### src/rtl/hdmi_pkg.sv
// Shared types and timing constants for the HDMI period scheduler.
package hdmi_pkg;

    // Period type presented on the mode output.
    typedef enum logic [2:0] {
        MODE_CONTROL = 3'd0,
        MODE_VID_PRE = 3'd1,
        MODE_VID_GB  = 3'd2,
        MODE_VIDEO   = 3'd3,
        MODE_DI_PRE  = 3'd4,
        MODE_DI_GB   = 3'd5,
        MODE_DI_DATA = 3'd6
    } mode_t;

    // Control state machine states.
    typedef enum logic [2:0] {
        ST_IDLE,
        ST_DI_PRE,
        ST_DI_LGB,
        ST_DI_DATA,
        ST_DI_TGB,
        ST_VID_PRE,
        ST_VID_GB,
        ST_VIDEO
    } state_t;

    // Line timing, in pixel positions.
    localparam logic [9:0] H_TOTAL       = 10'd800;
    localparam logic [9:0] DI_DECIDE     = 10'd2;
    localparam logic [9:0] DI_START      = 10'd4;
    localparam logic [9:0] PKT_LEN       = 10'd32;
    localparam logic [1:0] MAX_PKTS      = 2'd2;
    localparam logic [9:0] VID_PRE_START = 10'd134;
    localparam logic [9:0] VID_START     = 10'd144;
    localparam logic [9:0] VID_END       = 10'd784;

    // Derived island / video landmarks.
    localparam logic [9:0] DI_GB_START   = DI_START + 10'd8;
    localparam logic [9:0] DI_DATA_START = DI_START + 10'd10;
    localparam logic [9:0] VID_GB_START  = VID_START - 10'd2;

    // Preamble codes, CTL3..CTL0.
    localparam logic [3:0] CTL_DI_PRE  = 4'b0101;
    localparam logic [3:0] CTL_VID_PRE = 4'b0001;

    // Next source index in the 0 -> 1 -> 2 -> 0 rotation.
    function automatic logic [1:0] rr_inc(input logic [1:0] idx);
        return (idx >= 2'd2) ? 2'd0 : idx + 2'd1;
    endfunction

    // Source index to one-hot grant vector.
    function automatic logic [2:0] onehot3(input logic [1:0] idx);
        return 3'b001 << idx;
    endfunction

endpackage

### src/rtl/hdmi_rr_pick2.sv
// Round-robin selection of up to two of three requesters, starting at ptr.
module hdmi_rr_pick2
    import hdmi_pkg::*;
(
    input  logic [2:0] req,
    input  logic [1:0] ptr,
    output logic [1:0] count,
    output logic [1:0] first_idx,
    output logic [1:0] second_idx,
    output logic [1:0] next_ptr
);

    logic [1:0] idx;

    // Walk the three sources in rotation order, taking at most two.
    always_comb begin
        // NOTE: every output gets a default before any branch so no latch is inferred.
        count      = 2'd0;
        first_idx  = 2'd0;
        second_idx = 2'd0;
        next_ptr   = ptr;
        idx        = (ptr > 2'd2) ? 2'd0 : ptr;
        // NOTE: blocking assignments here because idx/count are scan variables updated within one evaluation.
        for (int k = 0; k < 3; k++) begin
            if (req[idx] && (count < MAX_PKTS)) begin
                if (count == 2'd0) begin
                    first_idx = idx;
                end else begin
                    second_idx = idx;
                end
                count    = count + 2'd1;
                next_ptr = rr_inc(idx);
            end
            idx = rr_inc(idx);
        end
    end

endmodule

### src/rtl/hdmi_period_scheduler.sv
// Per-line HDMI period scheduler: data island with up to two packets, then video.
module hdmi_period_scheduler
    import hdmi_pkg::*;
(
    input  logic       pixel_clk,
    input  logic       rst,
    input  logic [9:0] hpos,
    input  logic       vactive,
    input  logic       island_en,
    input  logic [2:0] req,
    output logic [2:0] grant,
    output logic [4:0] pkt_word,
    output logic [2:0] mode,
    output logic [3:0] ctl
);

    state_t     state, next_state;
    logic [1:0] ptr;
    logic [1:0] n_q, sel0_q, sel1_q;
    logic [1:0] pick_count, pick_first, pick_second, pick_next_ptr;
    logic [2:0] masked_req;
    logic [9:0] data_end;
    logic [5:0] pkt_offset;
    logic [2:0] grant_d;
    logic [4:0] word_d;
    mode_t      mode_d;
    logic [3:0] ctl_d;

    assign masked_req = island_en ? req : 3'b000;

    hdmi_rr_pick2 u_pick (
        .req        (masked_req),
        .ptr        (ptr),
        .count      (pick_count),
        .first_idx  (pick_first),
        .second_idx (pick_second),
        .next_ptr   (pick_next_ptr)
    );

    // Latch the island decision once per line at the decision position.
    always_ff @(posedge pixel_clk) begin
        // NOTE: sequential state uses non-blocking assignments; reset clears the abort-sensitive decision too.
        if (rst) begin
            ptr    <= 2'd0;
            n_q    <= 2'd0;
            sel0_q <= 2'd0;
            sel1_q <= 2'd0;
        end else if (hpos == DI_DECIDE) begin
            ptr    <= pick_next_ptr;
            n_q    <= pick_count;
            sel0_q <= pick_first;
            sel1_q <= pick_second;
        end
    end

    // Position just past the last data word of the island.
    always_comb begin
        data_end = (n_q == MAX_PKTS) ? DI_DATA_START + PKT_LEN + PKT_LEN
                                     : DI_DATA_START + PKT_LEN;
    end

    // State register.
    always_ff @(posedge pixel_clk) begin
        if (rst) state <= ST_IDLE;
        else     state <= next_state;
    end

    // Next state keyed on hpos; any position outside a state's window falls back to idle.
    always_comb begin
        next_state = ST_IDLE;
        if (hpos == DI_START && n_q != 2'd0) next_state = ST_DI_PRE;
        else if (hpos == VID_PRE_START && vactive) next_state = ST_VID_PRE;

        case (state)
            ST_DI_PRE: begin
                if (hpos > DI_START && hpos < DI_GB_START) next_state = ST_DI_PRE;
                else if (hpos == DI_GB_START)              next_state = ST_DI_LGB;
            end
            ST_DI_LGB: begin
                if (hpos == DI_GB_START + 10'd1)     next_state = ST_DI_LGB;
                else if (hpos == DI_DATA_START)      next_state = ST_DI_DATA;
            end
            ST_DI_DATA: begin
                if (hpos > DI_DATA_START && hpos < data_end) next_state = ST_DI_DATA;
                else if (hpos == data_end)                   next_state = ST_DI_TGB;
            end
            ST_DI_TGB: begin
                if (hpos == data_end + 10'd1) next_state = ST_DI_TGB;
            end
            ST_VID_PRE: begin
                if (hpos > VID_PRE_START && hpos < VID_GB_START) next_state = ST_VID_PRE;
                else if (hpos == VID_GB_START)                   next_state = ST_VID_GB;
            end
            ST_VID_GB: begin
                if (hpos == VID_GB_START + 10'd1) next_state = ST_VID_GB;
                else if (hpos == VID_START)       next_state = ST_VIDEO;
            end
            ST_VIDEO: begin
                if (hpos > VID_START && hpos < VID_END) next_state = ST_VIDEO;
            end
            default: ;
        endcase
    end

    // Output decode for the position being entered.
    always_comb begin
        mode_d     = MODE_CONTROL;
        ctl_d      = 4'b0000;
        grant_d    = 3'b000;
        word_d     = 5'd0;
        pkt_offset = 6'(hpos - DI_DATA_START);
        case (next_state)
            ST_DI_PRE: begin
                mode_d = MODE_DI_PRE;
                ctl_d  = CTL_DI_PRE;
            end
            ST_DI_LGB, ST_DI_TGB: mode_d = MODE_DI_GB;
            ST_DI_DATA: begin
                mode_d  = MODE_DI_DATA;
                word_d  = pkt_offset[4:0];
                grant_d = onehot3(pkt_offset[5] ? sel1_q : sel0_q);
            end
            ST_VID_PRE: begin
                mode_d = MODE_VID_PRE;
                ctl_d  = CTL_VID_PRE;
            end
            ST_VID_GB: mode_d = MODE_VID_GB;
            ST_VIDEO:  mode_d = MODE_VIDEO;
            default: ;
        endcase
    end

    // Registered outputs, one cycle after the position is sampled.
    always_ff @(posedge pixel_clk) begin
        if (rst) begin
            grant    <= 3'b000;
            pkt_word <= 5'd0;
            mode     <= MODE_CONTROL;
            ctl      <= 4'b0000;
        end else begin
            grant    <= grant_d;
            pkt_word <= word_d;
            mode     <= mode_d;
            ctl      <= ctl_d;
        end
    end

endmodule

### config.mk
export PLATFORM = sky130hd
export DESIGN_NAME = hdmi_period_scheduler
export DESIGN_NICKNAME = d
export VERILOG_FILES = /design/src/rtl/hdmi_pkg.sv /design/src/rtl/hdmi_rr_pick2.sv /design/src/rtl/hdmi_period_scheduler.sv
export SDC_FILE = /design/constraint.sdc
export NUM_CORES = 1
export LEC_CHECK = 0
export CAP_MARGIN = 20
export CORE_UTILIZATION = 47
export CTS_CLUSTER_DIAMETER = 30
export CTS_CLUSTER_SIZE = 25
export DETAILED_ROUTE_END_ITERATION = 10
export PLACE_DENSITY = 0.72
export SLEW_MARGIN = 15
export SYNTH_ARGS = -nofsm -noshare
export SYNTH_HDL_FRONTEND = slang
export SYNTH_SLANG_ARGS = --single-unit
### constraint.sdc
create_clock -name pixel_clk -period 6.12 [get_ports pixel_clk]
set_clock_uncertainty 0.15 [all_clocks]
set_input_delay 1.224 -clock pixel_clk [delete_from_list [all_inputs] [get_ports pixel_clk]]
set_output_delay 1.224 -clock pixel_clk [all_outputs]
set_load 0.02 [all_outputs]
==> Word level (Yosys, flattened, before mapping) <==
Index checks and enable logic that the tools add are counted.
{ "op_classes": {"n_addsub": 7, "mul": 0, "div": 0, "magnitude_cmp": 17, "n_eq_ne": 26, "shifts": 1, "muxes": 45, "bitwise_logic": 1, "n_reduce_logical": 15} }
{ "ops": {"columns": ["operator", "count"], "rows": [
  ["$mux 3", 15],
  ["$eq 10x8->1 const B", 4],
  ["$mux 2", 19],
  ["$eq 10x4->1 const B", 3],
  ["$eq 3x3->1 const B", 8],
  ["$pmux 3 s7", 1],
  ["$gt 10x8->1 const B", 2],
  ["$pmux 3 s6", 1],
  ["$eq 3x2->1 const B", 4],
  ["$add 2x1->2 const B", 5],
  ["$eq 10x2->1 const B", 1],
  ["$eq 10x3->1 const B", 1],
  ["$eq 10x7->1", 1],
  ["$eq 10x8->1", 1],
  ["$gt 10x3->1 const B", 1],
  ["$gt 10x4->1 const B", 1],
  ["$lt 10x10->1 const B", 1],
  ["$lt 10x4->1 const B", 1],
  ["$lt 10x7->1", 1],
  ["$lt 10x8->1 const B", 1],
  ["$lt 2x3->1 const B", 3],
  ["$add 7x1->8 const B", 1],
  ["$logic_and 1x1->1", 8],
  ["$mux 7", 1],
  ["16 further kinds", 27]
]} }
{ "totals": {"register_bits": 26, "latch_bits": 0, "ramBits": 0, "rom_bits": 0, "output_inout_bits": 15, "wordCells": 121, "mem_count": 0} }

==> Depth between registers and ports, before layout <==
{ "logic_depth": {"word_depth": 12, "mapped_depth": 13} }

==> Cells and area by module <==
Synthesis repeated with hierarchy kept, for this count alone.
{ "hier_totals": {"cells_unflattened": 231, "hier_area_um2": 1873.0} }
{ "by_module_without_submodules": {"columns": ["module", "n_inst", "cells_per_inst", "area_per_inst_um2", "seq_area_each_um2"], "rows": [
  ["hdmi_period_scheduler", 1, 180, 1498.9, 480.5],
  ["hdmi_rr_pick2", 1, 51, 374.1, 0.0]
]} }

==> Least setup slack after synthesis <==
Ideal clock, no wire load.
{ "synth_timing": {"kind": "in2reg", "start": "input hpos[1]", "end": "register grant[0]", "arrival_time_ps": 3060, "required_time_ps": 5854, "slack_ps": 2794, "cell_stages": 10, "path_cell_list": "ha_1 > nor2b_1 > and4_1 > buf_4 > a21oi_1 > o21ai_1 > a2111o_1 > o221a_4 > nand3_4 > nor2_2"} }
{ "synth_via": {"elab_chain_cells": 10} }
{ "synth_lines": {"columns": ["element", "line", "text"], "rows": [
  ["from (decl)", "hdmi_period_scheduler.sv:7", "input logic [9:0] hpos,"],
  ["$eq 10x8->1", "hdmi_period_scheduler.sv:72", "else if (hpos == VID_PRE_START && vactive) next_state = ST_VID_PRE;"],
  ["$logic_and 1x1->1", "hdmi_period_scheduler.sv:72", null],
  ["$mux 3", "hdmi_period_scheduler.sv:72", null],
  ["$mux 3", "hdmi_period_scheduler.sv:71", "if (hpos == DI_START && n_q != 2'd0) next_state = ST_DI_PRE;"],
  ["$mux 3, on equally long branches (2 in series)", null, null],
  ["$pmux 3 s7", "hdmi_period_scheduler.sv:74", "case (state)"],
  ["$eq 3x2->1", "hdmi_period_scheduler.sv:112", "case (next_state)"],
  ["$not 1->1 (no source line)", null, null],
  ["$reduce_or 2->1 (no source line)", null, null],
  ["to (signal assigned)", "hdmi_period_scheduler.sv:141", "grant <= grant_d;"],
  ["to (decl)", "hdmi_period_scheduler.sv:11", "output logic [2:0] grant,"]
]} }
Several ways; a longest one is shown, not always the timed one.
A chain may end at the register's enable or synchronous reset.

==> Worst setup path in the final report <==
{ "layout_timing": {"start": "input hpos[1]", "end": "register mode[2]"} }
{ "layout_via": {"elab_chain_cells": 10} }
{ "layout_lines": {"columns": ["element", "line", "text"], "rows": [
  ["$eq 10x8->1", "hdmi_period_scheduler.sv:72", null],
  ["$logic_and 1x1->1", "hdmi_period_scheduler.sv:72", null],
  ["$mux 3", "hdmi_period_scheduler.sv:72", null],
  ["$mux 3", "hdmi_period_scheduler.sv:71", null],
  ["$mux 3, on equally long branches (2 in series)", null, null],
  ["$pmux 3 s7 *", "hdmi_period_scheduler.sv:74", null],
  ["$eq 3x2->1 or $eq 3x3->1 (tied branches)", "hdmi_period_scheduler.sv:112", null],
  ["$reduce_or 2->1", "hdmi_period_scheduler.sv:112", null],
  ["$pmux 3 s6 *", "hdmi_period_scheduler.sv:112", null],
  ["to (signal assigned)", "hdmi_period_scheduler.sv:143", "mode <= mode_d;"],
  ["to (decl)", "hdmi_period_scheduler.sv:13", "output logic [2:0] mode,"]
]} }
Mark *: on every way between the ends. The rest lies on a longest branch, timed or not.

==> impl_metrics.py <==
metrics = {
    "routing": {
        "drt.antenna.violating_nets": 0,
        "drt_pass1_iterations": 4,
        "viasPerCell": 5.72,
        "drc_errors": 0,
        "vias": 1791,
        "routed_wl_mm": 4.24,
        "first_iter_violations": 155,
        "wl_per_cell_um": 13.5,
    },
    "floorplanning": {
        "fp.coreArea_um2": 4000,
        "floorplan.initialDensity_pct": 49.0,
        "die_x_um": 66.5,
        "die_y_um": 66.5,
        "pin_count": 32,
        "die_area_um2": 4430,
        "rows": 23,
    },
    "status": {
        "status": "complete, no violations",
    },
    "yosys": {
        "yosysMostFrequentCell": "dfxtp_1",
        "ys_seq_area_share_pct": 24.5,
        "avgSynthCellArea_um2": 8.03,
        "synthCells": 244,
        "synth_top_family_by_area": "simple AND/OR/NAND/NOR gates",
        "yosys.area_share.simple_pct": 34.3,
        "async_flop_share_pct": 0,
        "synth.distinct_cells": 67,
        "synth.mux.area_fraction_pct": 2.56,
        "synth_top_area_cell": "dfxtp_1",
        "ys.warnings.count": 0,
        "ys_ff_latch": 24,
        "synth_compound_area_share_pct": 23.4,
        "syn_area_um2": 1960,
        "synth_top_area_share_pct": 24.5,
        "synthTopCellsByCount": "dfxtp_1, nor2_1, a21oi_1, nand2_1, inv_1",
        "synthAdderAreaFrac_pct": 5.11,
        "synth-main-ff-cell": "dfxtp_1",
        "synth-edff-count": 0,
        "synth_area_leaders": "dfxtp_1, ha_1, a21oi_1",
        "synth_xor_area_share_pct": 1.79,
    },
    "clocking": {
        "clockBufferDepth": 2,
        "postCtsHoldBufs": 0,
        "clock_sinks": 24,
        "numCtsBuffers": 3,
        "path_clk_slew_ns": 0.08,
        "postCtsResizedCells": 0,
        "htree_levels": 1,
        "clkLatencyLatePin_ns": 0.27,
        "postCtsSetupBuffers": 0,
        "root_buffer": "clkbuf_8",
        "cts_tree": "done",
    },
    "setup_path": {
        "worstSetupEndpointType": "flip-flop",
        "critPathKind": "in -> reg",
        "cp_slowest_stage_delay_ns": 0.62,
        "worstPathArrival_ns": 3.98,
        "cp_max_fo": 10,
        "critPathLaunchType": "input port",
        "crit_chain": "clkdlybuf4s50_1, ha_1, nor2b_1, and4_1, a21oi_1, o21ai_1, a2111o_1, o22ai_2, a211oi_1, a31o_1",
        "required_ns": 6.14,
        "slowest_stage": "clkdlybuf4s50_1",
    },
    "global_routing": {
        "overflow": 0,
        "grt_pass1_wl_mm": 7.09,
        "grt_start_max_net_pins": 17,
        "grt_pass1_vias": 1555,
        "track_usage_pct": 20.6,
        "antenna_found_initial": 0,
    },
    "timing": {
        "tns_ns": 0,
        "setup_viol": 0,
        "whs_ns": 0.335,
        "rsz0062_at_grt": "false",
        "relSlewSlack_pct": 61.3,
        "finalCritPeriodShare_pct": 64.8,
        "fin_crit_ns": 3.96,
        "drv_slew": 0,
        "tightest_slew_ns": 0.574,
        "fmax_mhz": 252,
        "hold_violations": 0,
        "finalWorstSetupSlack_ns": 2.16,
    },
    "place": {
        "port_buffers": 29,
        "dp_hpwl_mm": 3.29,
        "gp_congestion": 0.864,
        "pre_cts_slack_ns": 1.90,
    },
    "finish": {
        "insertedDiodeCount": 0,
        "fillCellCount": 390,
        "drive_gt1_share_pct": 11.0,
        "final_nets": 289,
        "fin_util_pct": 57.0,
        "syn2layout_area_growth_pct": 16.4,
    },
    "pwr": {
        "power.total_uw": 345,
        "vdd_ir_drop_max_mv": 0.137,
        "power.leakage_nw": 0.820,
        "power_density_nw_per_um2": 151,
    },
    "worst_hold_path": {
        "hold_class": "reg -> reg",
    },
    "job": {
        "max-cap-violations": 0,
    },
}
[layout by cell type (no fill, tap or decap), types with 2 or more instances in the layout]
cell,n
conb_1,2
a21oi_1,17
inv_1,13
a31oi_1,4
xnor2_1,3
dfxtp_1,24
o21ai_1,5
and4_1,2
clkbuf_8,3
nor2b_1,5
nand2b_1,4
nor2_2,8
nor4_1,2
nor3_1,9
o211ai_1,2
nor4b_1,3
and3_1,4
o31ai_1,2
nand2_1,17
clkdlybuf4s50_1,29
or3_1,3
nor3b_1,5
o21a_1,2
nand3b_1,6
mux2i_1,5
a211oi_1,6
o21ai_0,5
and3b_1,2
nand4b_1,3
ha_1,8
nor2_1,22
or2b_2,2
nand3_1,3
o22ai_1,2
[through the flow]
step	instance area, um^2	instances
after floorplan	1960	245
after global placement	2210	309
after detailed placement	2210	309
after CTS	2280	313
after global routing	2280	313
final	2280	313
[sequential cells by signal, summed over array words and instances, names as in the netlist]
register	count
ctl	2
grant	3
mode	3
n_q	2
pkt_word	5
ptr	2
sel0_q	2
sel1_q	2
state	3
[cell families (layout without fill, tap and decap cells)]
family	after synthesis	count (layout)
muxes	5	5
xor gates and xnor gates	4	4
buffers and inverters	29	47
DFF	24	24
AOI/OAI and AO/OA	64	64
other	1	2
adders and majority gates	8	8
and+or+nand+nor	109	109
[layout make-up]
class,count,area (um^2),area share [%]
clock buffer,3,41.3,1.81
tap,50,62.6,2.74
inverter,14,52.6,2.31
multi-input combinational,192,1320,58.0
timing repair buffer,29,290,12.7
clock inverter,1,30.0,1.32
sequential,24,480,21.1
[final timing paths]
path,startpoint,end,slack [ns],cells past startpoint
setup / recovery,hpos[1],mode[2],2.16,10
hold / removal,sel0_q[0],sel0_q[0],0.33,2
hold reg to reg,sel0_q[0],sel0_q[0],0.33,2
setup reg to reg,ptr[0],sel0_q[1],2.91,11
[power by group]
part,switching [mW],internal (mW)
Clock,0.0494,0.0875
Sequential,0.0000521,0.156
Combinational,0.0294,0.0223
Total,0.0788,0.266
[routing by layer]
| metal | vias to the layer above | routed length (um) | part of all wire, % | GRT usage, % |
|---|---|---|---|---|
| met4 | 0 | 23 | 0.54 | 3.19 |
| met2 | 59 | 1860 | 44 | 31.9 |
| met1 | 796 | 2090 | 49 | 29.6 |
| li1 | 932 | - | - | - |
| met5 | - | 0 | 0 | 0 |
| met3 | 4 | 261 | 6.2 | 3.94 |
[worst max-delay path, delay by kind of cell]
family / cells / cell delay, ns
AO/OA/AOI/OAI: 6 / 1.27
adder cells (fa/ha/maj): 1 / 0.36
buffers and inverters: 1 / 0.62
AND/OR/NAND/NOR: 2 / 0.50
No activity file was read; power rests on OpenSTA's default activity.
==> patch 1, RTL diff (same flow settings) <==
Re-encode `state_t` (8 states) as one-hot, 8 bits wide.
--- a/src/rtl/hdmi_pkg.sv
+++ b/src/rtl/hdmi_pkg.sv
@@ -13,15 +13,15 @@
     } mode_t;
 
     // Control state machine states.
-    typedef enum logic [2:0] {
-        ST_IDLE,
-        ST_DI_PRE,
-        ST_DI_LGB,
-        ST_DI_DATA,
-        ST_DI_TGB,
-        ST_VID_PRE,
-        ST_VID_GB,
-        ST_VIDEO
+    typedef enum logic [7:0] {
+        ST_IDLE    = 8'b00000001,
+        ST_DI_PRE  = 8'b00000010,
+        ST_DI_LGB  = 8'b00000100,
+        ST_DI_DATA = 8'b00001000,
+        ST_DI_TGB  = 8'b00010000,
+        ST_VID_PRE = 8'b00100000,
+        ST_VID_GB  = 8'b01000000,
+        ST_VIDEO   = 8'b10000000
     } state_t;
 
     // Line timing, in pixel positions.
Behaviour: same outputs for any inputs over 10 cycles, from zero or initial values and one cycle with rst high; not proved beyond that.
==> patch 1 against the unedited design <==
Worst setup slack better by 0.21 ns. Total power is 15% higher. Wire length is 14% higher. Synthesized area is 4.3% higher. Non-clock buffer count stayed put. Cell area is 5.8% higher. Die area is 4.2% higher. Sequential cell count is 5 higher. Largest power group unchanged. Highest routed layer unchanged.
==> patch 1: results (changes against the unedited design) <==
<table>
<tr><th>Metric</th><th>Value</th></tr>
<tr><th colspan="2">GRT</th></tr>
<tr><td>Pin count of the biggest net entering global routing</td><td>22 (+5)</td></tr>
<tr><td>Via count of the first global-routing pass</td><td>1624 (+4.4%)</td></tr>
<tr><td>Gr usage total</td><td>0.231 (+0.0248)</td></tr>
<tr><th colspan="2">CTS</th></tr>
<tr><td>Clock Latency Late Sink</td><td>0.29 ns (+0.02 ns)</td></tr>
<tr><td>Clk pin slew, worst setup/hold paths</td><td>0.06 ns (-0.02 ns)</td></tr>
<tr><td>Number of H-tree levels</td><td>2 (+1)</td></tr>
<tr><th colspan="2">Logic synthesis</th></tr>
<tr><td>Cell types with the highest counts after synthesis</td><td>sky130_fd_sc_hd__dfxtp_1 (29), sky130_fd_sc_hd__nor2_1 (28), sky130_fd_sc_hd__a21oi_1 (18), sky130_fd_sc_hd__nand2_1 (14), sky130_fd_sc_hd__inv_1 (13)</td></tr>
<tr><th colspan="2">Min path</th></tr>
<tr><td>Worst hold start</td><td>n_q[0]</td></tr>
<tr><th colspan="2">Pwr</th></tr>
<tr><td>Clock group share of total power</td><td>0.390 (-0.007)</td></tr>
<tr><td>Static Leakage</td><td>0.000841 µW (+2.5%)</td></tr>
<tr><td>Net Sw Power</td><td>106 µW (+35%)</td></tr>
<tr><th colspan="2">Route</th></tr>
<tr><td>DRC marker count from the first detailed-route iteration</td><td>146 (-5.8%)</td></tr>
<tr><td>Mean routed wirelength per cell</td><td>14.6 µm (+8.1%)</td></tr>
<tr><td>Via/cell ratio</td><td>6.01 (+5.0%)</td></tr>
<tr><th colspan="2">Critical path</th></tr>
<tr><td>Kind of cell with the highest combined delay on the critical path</td><td>simple AND/OR/NAND/NOR gates</td></tr>
<tr><td>Critical path destination</td><td>pkt_word[2]</td></tr>
<tr><td>Delay of the slowest critical-path stage</td><td>0.71 ns (+0.09 ns)</td></tr>
<tr><td>Crit path DAT</td><td>3.78 ns (-0.20 ns)</td></tr>
<tr><td>Length in cells of the worst reg-to-reg path</td><td>10 (-1)</td></tr>
<tr><td>Reg-to-reg critical path endpoint</td><td>ptr[1]</td></tr>
<tr><th colspan="2">Layout</th></tr>
<tr><td>Clock buffers and inverters, area share</td><td>0.0358 (+0.00452)</td></tr>
<tr><td>Sequential share of cell area</td><td>0.241 (+0.0300)</td></tr>
<tr><td>Filler instances</td><td>382 (-2.1%)</td></tr>
<tr><td>Area taken by multi-input logic gates</td><td>1340 µm² (+1.1%)</td></tr>
<tr><th colspan="2">Timing</th></tr>
<tr><td>Slew Limit Headroom</td><td>0.480 (-0.133)</td></tr>
<tr><th colspan="2">Place</th></tr>
<tr><td>Worst slack after detailed placement</td><td>2.15 ns (+0.253 ns)</td></tr>
<tr><th colspan="2">Outcome</th></tr>
<tr><td>Outcome</td><td>finished clean</td></tr>
</table>
## patch 1: cell count changes in the layout (fill, tap and decap cells not counted), moves of 4 or more
cell,change
sky130_fd_sc_hd__a21o_1,+4
sky130_fd_sc_hd__dfxtp_1,+5
sky130_fd_sc_hd__nand3b_1,-4
sky130_fd_sc_hd__nor2_1,+6
sky130_fd_sc_hd__nor2_2,-8
sky130_fd_sc_hd__nor3_1,-4
sky130_fd_sc_hd__nor4_1,+5
## patch 1: metrics by stage
stage          power, µW  std cells  hold WS (ns)  cell area, µm²   util
6_report             396        331         0.361            2410  0.590
5_1_grt              413        331         0.388            2410  0.590
4_1_cts              399        331         0.368            2410  0.590
3_5_place_dp         245        323         0.356            2320  0.569
3_3_place_gp         245        323         0.352            2320  0.569
2_1_floorplan        226        256         0.322            2050      -
## patch 1: layer usage
layer	global-route usage	up-vias	routed length [µm]
met4	0.0938	0	80
li1	-	1002	-
met5	0	-	0
met3	0.0400	8	237
met1	0.328	911	2360
met2	0.338	68	2180
## patch 1: logic make-up after synthesis
| logic type | Yosys count | share of synthesized area |
|---|---|---|
| buffers and inverters | 26 | 0.0631 |
| xor gates and xnor gates | 6 | 0.0257 |
| adders and majority gates | 8 | 0.0490 |
| other | 1 | 0.00184 |
| and+or+nand+nor | 111 | 0.329 |
| muxes | 5 | 0.0263 |
| AOI/OAI and AO/OA | 69 | 0.221 |
| DFF | 29 | 0.284 |
## patch 1: worst min path at each step
| stage | slack (ns) | end |
|---|---|---|
| after global placement | 0.35 | ptr[0] |
| after CTS | 0.37 | n_q[0] |
| final | 0.36 | n_q[0] |
| after global routing | 0.39 | sel0_q[0] |
| after floorplan | 0.32 | sel0_q[0] |
| after detailed placement | 0.36 | n_q[0] |
==> patch 2, RTL diff (same flow settings) <==
Made on the original files. Change the package constant `PKT_LEN` from 10'd32 to 10'd31.
--- a/src/rtl/hdmi_pkg.sv
+++ b/src/rtl/hdmi_pkg.sv
@@ -28,7 +28,7 @@
     localparam logic [9:0] H_TOTAL       = 10'd800;
     localparam logic [9:0] DI_DECIDE     = 10'd2;
     localparam logic [9:0] DI_START      = 10'd4;
-    localparam logic [9:0] PKT_LEN       = 10'd32;
+    localparam logic [9:0] PKT_LEN       = 10'd31;
     localparam logic [1:0] MAX_PKTS      = 2'd2;
     localparam logic [9:0] VID_PRE_START = 10'd134;
     localparam logic [9:0] VID_START     = 10'd144;
Behaviour: not the same (a bounded check fails within 10 cycles, from zero or initial values and one cycle with rst high).
==> patch 2 against the unedited design <==
Cell count is 4.8% higher. Cell area is 4.2% higher. Die area is 5.8% higher. Combinational power is 8.5% higher. Via count is 12% higher. Worst setup slack worse by 0.28 ns. Wire length is 20% higher. Core utilization is 0.75 points higher. Sequential share of layout area is 0.85 points lower. Sequential power hardly changed. Sequential cell count stayed put. Synthesized area is 6.0% higher. Total power is 2.1% higher. Critical path depth is 2 lower.
==> patch 2: results (changes against the unedited design) <==
<table>
<tr><th>Metric</th><th>Value</th></tr>
<tr><th colspan="2">GRT</th></tr>
<tr><td>Wire length of the first global-routing pass</td><td>8460 µm (+19%)</td></tr>
<tr><td>Gr usage total</td><td>0.242 (+0.0366)</td></tr>
<tr><th colspan="2">Logic synthesis</th></tr>
<tr><td>Main area contributors after synthesis</td><td>sky130_fd_sc_hd__dfxtp_1 (23%), sky130_fd_sc_hd__nor4_2 (4.2%), sky130_fd_sc_hd__nor2_1 (4.2%)</td></tr>
<tr><td>Sequential cell area fraction in the yosys report</td><td>0.231 (-0.0139)</td></tr>
<tr><td>Area share of fa/ha/maj cells after synthesis</td><td>0.0362 (-0.0150)</td></tr>
<tr><td>Multiplexer share of the synthesized area</td><td>0.0145 (-0.0111)</td></tr>
<tr><td>Post-Synth XOR/XNOR Area</td><td>0.0169 (-0.00101)</td></tr>
<tr><td>Gate count of the mapped netlist</td><td>265 (+8.6%)</td></tr>
<tr><td>Distinct cell type count of the synthesized netlist</td><td>64 (-4.5%)</td></tr>
<tr><th colspan="2">Place</th></tr>
<tr><td>Number of cells in the design after placement</td><td>324 (+4.9%)</td></tr>
<tr><td>Gpl congestion</td><td>0.828 (-4.1%)</td></tr>
<tr><th colspan="2">Layout</th></tr>
<tr><td>Layout Cells excl Fill</td><td>328 (+4.8%)</td></tr>
<tr><td>Fraction of layout cells with a size suffix above 1</td><td>0.0719 (-0.0383)</td></tr>
<tr><th colspan="2">Timing</th></tr>
<tr><td>Slew Limit Headroom</td><td>0.579 (-0.0341)</td></tr>
<tr><th colspan="2">Critical path</th></tr>
<tr><td>Kind of cell with the highest combined delay on the critical path</td><td>simple AND/OR/NAND/NOR gates</td></tr>
<tr><td>Worst setup slack for register-to-register paths</td><td>2.90 ns (about the same)</td></tr>
<tr><td>Length in cells of the worst reg-to-reg path</td><td>12 (+1)</td></tr>
<tr><td>Crit path DAT</td><td>4.24 ns (+0.26 ns)</td></tr>
<tr><td>Critical path destination</td><td>ctl[2]</td></tr>
<tr><td>Reg-to-reg critical path endpoint</td><td>sel1_q[0]</td></tr>
<tr><td>Delay of the slowest critical-path stage</td><td>0.76 ns (+0.14 ns)</td></tr>
<tr><th colspan="2">Pwr</th></tr>
<tr><td>Maximum vdd drop</td><td>0.0728 mV (-47%)</td></tr>
<tr><td>Static Leakage</td><td>0.000813 µW (-0.89%)</td></tr>
<tr><th colspan="2">Route</th></tr>
<tr><td>DRC marker count from the first detailed-route iteration</td><td>212 (+37%)</td></tr>
<tr><td>Via/cell ratio</td><td>6.09 (+6.5%)</td></tr>
<tr><td>Mean routed wirelength per cell</td><td>15.5 µm (+14%)</td></tr>
<tr><th colspan="2">Outcome</th></tr>
<tr><td>Outcome</td><td>finished clean</td></tr>
</table>
==> patch 2: changes by cell type after synthesis, sizes merged, moves of 4 or more <==
| cell | before | now |
|---|---|---|
| a21oi | 18 | 11 |
| nor2 | 30 | 23 |
| nor4 | 4 | 10 |
| and3 | 4 | 8 |
| clkbuf | 6 | 10 |
| inv | 14 | 18 |
==> patch 2: per-stage QoR <==
step | utilization | power [µW] | worst slack, ns | hold WS (ns) | area (µm²)
after floorplan | - | 197 | 2.68 | 0.317 | 2080
final | 0.577 | 352 | 1.87 | 0.357 | 2380
after global placement | 0.560 | 215 | 1.60 | 0.331 | 2300
after global routing | 0.577 | 368 | 1.62 | 0.396 | 2380
after detailed placement | 0.560 | 215 | 1.62 | 0.345 | 2300
after CTS | 0.577 | 355 | 1.90 | 0.360 | 2380
==> patch 2: routing by layer <==
metal / wire [µm] / share of wire / track usage / vias to the layer above
met2: 2420 / 0.48 / 0.409 / 74
met3: 295 / 0.058 / 0.0350 / 5
met4: 59 / 0.012 / 0.0625 / 0
met1: 2300 / 0.45 / 0.319 / 911
li1: - / - / - / 1009
met5: 0 / 0 / 0 / -
==> patch 2: final cells by class <==
class	count	area [µm²]
fillers	390	1740
multi-input cells	203	1400
flip-flops and latches	24	480
repair buffers	29	290
inverters	18	67.6
well taps	50	62.6
clock buffers	3	41.3
clock inverters	1	30.0
==> patch 2: how the worst min path moves through the flow <==
stage	endpoint	slack, ns
2_1_floorplan	ptr[0]	0.32
3_3_place_gp	ptr[0]	0.33
6_report	ptr[0]	0.36
5_1_grt	n_q[1]	0.40
3_5_place_dp	ptr[0]	0.35
4_1_cts	ptr[0]	0.36
==> patch 2: power by group <==
part	switching, µW	internal (µW)	total, µW
combinational	33.2	22.9	56.1
clock	52.0	87.5	139
sequential	0.0719	156	156
total	85.3	266	352
